## src/rtl/mcu_link_rx.sv

```systemverilog
// mcu_link_rx: deframes the rocstar to_mcu byte stream into single-photon words (FIFO)
// and clock reports (pulse), with saturating frame/checksum/overflow counters.
module mcu_link_rx #(
   parameter int FIFO_AW = 2
) (
   input  logic        clk,
   input  logic        rst,
   input  logic [7:0]  rx,
   input  logic        clr_cnt,
   input  logic        sp_ready,
   output logic        sp_valid,
   output logic [15:0] sp_word,
   output logic        clk_valid,
   output logic [47:0] clk_word,
   output logic [15:0] frame_err_cnt,
   output logic [15:0] csum_err_cnt,
   output logic [15:0] ovf_cnt,
   output logic        busy
);
   localparam int DEPTH = 1 << FIFO_AW;

   typedef enum logic [1:0] {IDLE, SP, CK} state_t;

   state_t               state, state_n;
   logic [2:0]           idx, idx_n;
   logic [47:0]          sh;
   logic [1:0]           fe_inc;
   logic                 sp_done, ck_done, csum_ok;
   logic                 pop, push_req, push, full, ovf;
   logic [15:0]          sp_new;
   logic [15:0]          mem [DEPTH];
   logic [FIFO_AW-1:0]   wp, rp;
   logic [FIFO_AW:0]     cnt;

   function automatic logic [15:0] bump(input logic [15:0] c, input logic [1:0] inc, input logic clr);
      logic [16:0] s;
      s = {1'b0, c} + {15'b0, inc};
      return clr ? 16'h0 : (s[16] ? 16'hFFFF : s[15:0]);
   endfunction

   // A header always restarts framing; an abort and a reserved type on the same byte both count
   always_comb begin
      state_n = state;
      idx_n   = idx;
      fe_inc  = 2'd0;
      sp_done = 1'b0;
      ck_done = 1'b0;
      if (rx[7]) begin
         idx_n   = 3'd0;
         fe_inc  = {1'b0, state != IDLE} + {1'b0, rx[6]};
         state_n = rx[6] ? IDLE : (rx[5] ? CK : SP);
      end else if (state != IDLE) begin
         sp_done = (state == SP) && (idx == 3'd2);
         ck_done = (state == CK) && (idx == 3'd6);
         idx_n   = (sp_done || ck_done) ? 3'd0 : idx + 3'd1;
         state_n = (sp_done || ck_done) ? IDLE : state;
      end
   end

   assign sp_new   = {sh[13:0], rx[6:5]};
   assign csum_ok  = (sp_new[15:12] ^ sp_new[11:8] ^ sp_new[7:4] ^ sp_new[3:0]) == rx[3:0];
   assign sp_valid = cnt != '0;
   assign sp_word  = sp_valid ? mem[rp] : 16'h0;
   assign busy     = state != IDLE;
   assign pop      = sp_valid && sp_ready;
   assign full     = cnt == (FIFO_AW + 1)'(DEPTH);
   assign push_req = sp_done && csum_ok;
   assign push     = push_req && (!full || pop);
   assign ovf      = push_req && full && !pop;

   always_ff @(posedge clk or posedge rst) begin
      if (rst) begin
         state         <= IDLE;
         idx           <= 3'd0;
         sh            <= 48'h0;
         clk_valid     <= 1'b0;
         clk_word      <= 48'h0;
         wp            <= '0;
         rp            <= '0;
         cnt           <= '0;
         frame_err_cnt <= 16'h0;
         csum_err_cnt  <= 16'h0;
         ovf_cnt       <= 16'h0;
         for (int i = 0; i < DEPTH; i++) mem[i] <= 16'h0;
      end else begin
         state     <= state_n;
         idx       <= idx_n;
         clk_valid <= ck_done;
         if (!rx[7] && state != IDLE) sh <= {sh[40:0], rx[6:0]};
         if (ck_done) clk_word <= {sh[40:0], rx[6:0]};
         if (push) begin
            mem[wp] <= sp_new;
            wp      <= wp + FIFO_AW'(1);
         end
         if (pop) rp <= rp + FIFO_AW'(1);
         cnt           <= cnt + (FIFO_AW + 1)'(push) - (FIFO_AW + 1)'(pop);
         frame_err_cnt <= bump(frame_err_cnt, fe_inc, clr_cnt);
         csum_err_cnt  <= bump(csum_err_cnt, {1'b0, sp_done && !csum_ok}, clr_cnt);
         ovf_cnt       <= bump(ovf_cnt, {1'b0, ovf}, clr_cnt);
      end
   end
endmodule

```

## config.mk

```make
export PLATFORM = sky130hd
export DESIGN_NAME = mcu_link_rx
export DESIGN_NICKNAME = d
export VERILOG_FILES = /design/src/rtl/mcu_link_rx.sv
export SDC_FILE = /design/constraint.sdc
export NUM_CORES = 1
export LEC_CHECK = 0
export CORE_MARGIN = 8
export CORE_UTILIZATION = 49
export DETAILED_ROUTE_END_ITERATION = 7
export GPL_ROUTABILITY_DRIVEN = 0
export GPL_TIMING_DRIVEN = 0
export PLACE_DENSITY = 0.82
export SLEW_MARGIN = 20
export SYNTH_ARGS = -nofsm -noshare
export SYNTH_HDL_FRONTEND = slang
export SYNTH_SLANG_ARGS = --single-unit
```

## constraint.sdc

```tcl
create_clock -name clk -period 20.3 [get_ports clk]
set_clock_uncertainty 0.2 [all_clocks]
set_input_delay 4.06 -clock clk [delete_from_list [all_inputs] [get_ports clk]]
set_output_delay 4.06 -clock clk [all_outputs]
set_load 0.02 [all_outputs]
```

-- After elaboration in Yosys (flattened, before gate mapping)
Index checks and enable logic that the tools add are counted.
- add/sub/neg operators: 9
- order comparisons: 3
- equal/unequal tests: 6
- multiplexer cells: 26
- bitwise logic cells: 5
- reductions and logical operators: 21
- operators with widths (cell ; count):
    2-to-1 mux 16 bit ; 10
    bitwise mux 64 bit ; 1
    adder 16 x 1 -> 17 bit ; 2
    binary-select mux 16 bit (select 2 bit) ; 1
    demux 16 bit (select 2 bit) ; 1
    adder 16 x 2 -> 17 bit ; 1
    2-to-1 mux 2 bit ; 6
    bitwise XOR 4 bit ; 3
    logical AND 1 bit ; 10
    2-to-1 mux 3 bit ; 3
    == test 3 bit (second input constant) ; 2
    >= comparator 3 bit (second input constant) ; 2
    inverter 2 -> 3 bit ; 2
    nonzero test 2 bit ; 3
    adder 2 x 1 -> 2 bit (second input constant) ; 2
    == test 4 bit ; 1
    zero test 1 bit ; 4
    2-to-1 mux 1 bit ; 4
    adder 3 x 1 -> 3 bit ; 1
    adder 3 x 1 -> 3 bit (second input constant) ; 1
    == test 3 x 2 -> 1 bit (second input constant) ; 1
    < comparator 3 x 1 -> 1 bit (second input constant) ; 1
    nonzero test 3 bit ; 1
    subtractor 3 x 1 -> 3 bit ; 1
    other kinds (5) ; 6
- register bits: 214
- input port bits: 12
- output and inout port bits: 115
- logic and storage cells: 85

-- Logic depth before layout (Yosys ltp)
- depth in word-level cells: 10
- gate-level depth with buffers: 12
- gate-level depth less buffers: 12

-- Worst setup path after synthesis
OpenSTA, ideal clock, no wires.
- path type: input -> register
- from: in rx[6]
- to: reg ovf_cnt[10]
- setup time: 78 ps
- arrival time: 6923 ps
- data required time: 20022 ps
- slack: 13099 ps
- stages: 11
- buffers on the path: 2
- cell sequence: clkbuf_1 -> xnor3_1 -> xnor2_1 -> nor4_4 -> and3_1 -> ha_1 -> nand4_1 -> nor4_1 -> nand2_1 -> clkbuf_1 -> a21oi_1
- longest elaborated chain between the ends: 8
- RTL lines (element ; RTL line ; text):
    start, declared ; 8 ; input logic [7:0] rx,
    bitwise XOR 4 bit ; 61 ; assign csum_ok = (sp_new[15:12] ^ sp_new[11:8] ^ sp_new[7:4] ^ sp_new[3:0]) == rx[3:0];
    == test 4 bit ; 61 ;
    logical AND 1 bit ; 67 ; assign push_req = sp_done && csum_ok;
    logical AND 1 bit (2 in series) ; 69 ; assign ovf = push_req && full && !pop;
    adder 16 x 1 -> 17 bit ; 37 ; s = {1'b0, c} + {15'b0, inc};
    2-to-1 mux 16 bit (2 in series) ; 38 ; return clr ? 16'h0 : (s[16] ? 16'hFFFF : s[15:0]);
    end signal, assigned ; 99 ; ovf_cnt <= bump(ovf_cnt, {1'b0, ovf}, clr_cnt);
    end, declared ; 17 ; output logic [15:0] ovf_cnt,
No other way between the ends.
A chain may end at the register's enable or synchronous reset.

-- Worst setup path in the final report
- from: in rx[6]
- to: reg ovf_cnt[7]
Same word-level chain as after synthesis.

==> flow_summary_export.csv <==
group,metric,value,unit
logic_synthesis,ys_seq_area_share,56.7,%
logic_synthesis,synth_common_cells,"dfrtp_1 (214), mux2_2 (154), a21oi_1 (44)",
power,p_total,0.00119,W
power,leakage,5.44,nW
logic_synthesis,synth_cells,697,
final_layout,final_util,62.1,%
logic_synthesis,synth_top_cell_area_share,56.7,%
worst_setup_path,end_kind,"flip-flop",
worst_setup_path,r2r-start,"sh[1]",
logic_synthesis,syn_area_per_cell,13.6,sq um
drt,drtAntennaViolNets,0,
logic_synthesis,synthTopCellsByArea,"dfrtp_1 (57%), mux2_2 (18%), mux4_2 (3.8%), xor2_1 (2.4%), a21oi_1 (2.3%)",
timing,setup_viol,0,
floorplan,dieHeight,155,um
placed_design,place_ws,11460,ps
clock_tree,clk_latency,510,ps
run,drv_cap,0,
timing,holdWs,300,ps
worst_setup_path,cp-startpoint,"rx[6]",
clock_tree,cts-hold-fix-buffers,0,
clock_tree,root_buffer,"clkbuf_16",
timing,timing.slew.headroom,30.5,%
final_layout,num_antenna_cells,0,
final_layout,layout-drive-gt1-share,26.2,%
logic_synthesis,yosysWarnings,0,
worst_hold_path,hold_class,"flip-flop to flip-flop",
logic_synthesis,synth-seq-cells,214,
clock_tree,htreeDepth,1,
logic_synthesis,yosysUniqueCellTypes,39,
logic_synthesis,ys_async_sr_fraction,100,%
floorplan,io_pins,127,
outcome,status,"completed",
grt,grt_max_degree,98,
floorplan,die_w,155,um
placed_design,port_buffers,124,
floorplan,dieArea,24000,sq um
clock_tree,postCtsResizedCells,0,
timing,timing.fmax,119,MHz
worst_setup_path,crit_type,"input port to flip-flop",
timing,hold_viol,0,
placed_design,dpl.hpwl,14600,um
drt,viasPerCell,5.35,
drt,dr_total_vias,6051,
floorplan,initial_core_util,49.2,%
drt,drtIter0Drc,331,
clock_tree,clk_pin_slew,60,ps
clock_tree,clkSinkCount,214,
clock_tree,cts_buffers,23,
worst_setup_path,startpoint_type,"input port",
worst_setup_path,cp_max_fo,10,
worst_setup_path,required,20520,ps
drt,drt_first_pass_iters,5,
logic_synthesis,yosys.area.top_type,"dfrtp_1",
power,worst_ir_drop_vdd,0.0903,mV
logic_synthesis,syn-num-nets,726,
worst_hold_path,min_from,"mem[18]",
logic_synthesis,syn-cell-area,9450,sq um
timing,period_minus_slack,8420,ps
drt,routedWlPerCell,18.7,um
timing,worst_pin_slew,1030,ps
timing,fin_ws,11880,ps
grt,grt_first_pass_wirelength,34800,um
timing,finalMaxSlewViolations,0,
worst_setup_path,critical_path_arrival,8640,ps
drt,routed_wl,21100,um
logic_synthesis,synth_most_common_cell,"dfrtp_1",
drt,remaining_drc_errors,0,
grt,grt_antenna_before_repair,0,
clock_tree,clockBufferDepth,3,
logic_synthesis,synth_flop_cell,"dfrtp_1",
final_layout,multi_input_area,3870,sq um
grt,grt_remaining_overflow,0,
power,p_per_area,100,nW/um^2
timing,finalSetupTns,0,ps
clock_tree,cts_setup_buffers,0,
final_layout,nNetsFinal,877,
timing,finalCritPeriodShare,41.5,%
floorplan,num_rows,51,
clock_tree,cts_tree,"yes",
logic_synthesis,synth-edff-count,0,
grt,grt_use_total,18.1,%
grt,grt_pass1_vias,6441,
final_layout,fill_cells,1396,
final_layout,area_growth,26.2,%
final_layout,regArea,5360,sq um
floorplan,core_area,19200,sq um
timing,rsz0062_at_grt,"no",
[logic make-up after synthesis]
logic type	after synthesis	synth area share, %
xor gates and xnor gates	53	5.49
buffers and inverters	58	2.36
and+or+nand+nor	127	7.60
adders and majority gates	17	2.41
AOI/OAI and AO/OA	58	3.34
muxes	170	22.2
DFF	214	56.7
[critical path, cell delays in order]
cell and delay, ps:
clkdlybuf4s50_1 540, clkbuf_1 470, xnor3_1 460, xnor2_1 190, nor4_4 610, and3_1 320, ha_1 210, nand4_1 180
nor4_1 920, nand2_1 150, clkbuf_1 300, a21oi_1 200
[layer usage]
metal / routed length (um) / track usage [%]
met2: 10500 / 30.8
met3: 1230 / 4.05
met4: 649 / 5.55
met1: 8770 / 22.6
met5: 0 / 0
[path summary, 6_finish.rpt]
kind | cells past startpoint | end | slack (ps)
worst min-delay path | 1 | mem[18] | 300
worst min register to register | 1 | mem[18] | 300
max in group asynchronous | 4 | mem[51] | 15030
worst max-delay path | 12 | ovf_cnt[7] | 11880
min in group asynchronous | 2 | frame_err_cnt[10] | 3710
worst max register to register | 11 | ovf_cnt[7] | 15770
[state kept, by name, summed over array words and instances, names as in the netlist]
register	cells
idx	3
frame_err_cnt	16
mem	64
state	2
clk_valid	1
sh	41
csum_err_cnt	16
rp	2
clk_word	48
ovf_cnt	16
cnt	3
wp	2
[area by class of cell]
type,instances,share of cell area [%]
clock buffer,25,4.97
multi-input combinational,425,32.5
inverter,22,0.755
buffer,36,1.17
clock inverter,17,2.10
sequential,214,44.9
timing repair buffer,126,10.9
tap,265,2.78
[through the flow]
stage	area [sq um]	std cells
floorplan	9450	697
global placement	11000	1086
detailed placement	11100	1088
CTS	11900	1130
global route	11900	1130
finish	11900	1130
[layout by cell type (no fill, tap or decap), types with 7 or more instances in the layout]
cell,count
xnor2_1,23
nand2_1,24
and2_1,18
clkdlybuf4s50_1,124
a21oi_1,44
and3_1,12
inv_1,21
buf_1,8
nor2_1,19
ha_1,15
nand4_1,7
mux2_2,154
nand3_1,17
mux4_2,16
dfrtp_1,214
clkbuf_1,25
xor2_1,26
clkbuf_16,23
[power by group]
part	switching, W	leakage [nW]	internal, W
Clock	0.000172	0.409	0.000289
Combinational	0.0000996	2.14	0.000101
Sequential	0.0000542	2.89	0.000479
Total	0.000326	5.44	0.000869
Note: power is estimated with default switching activity, not from simulation.
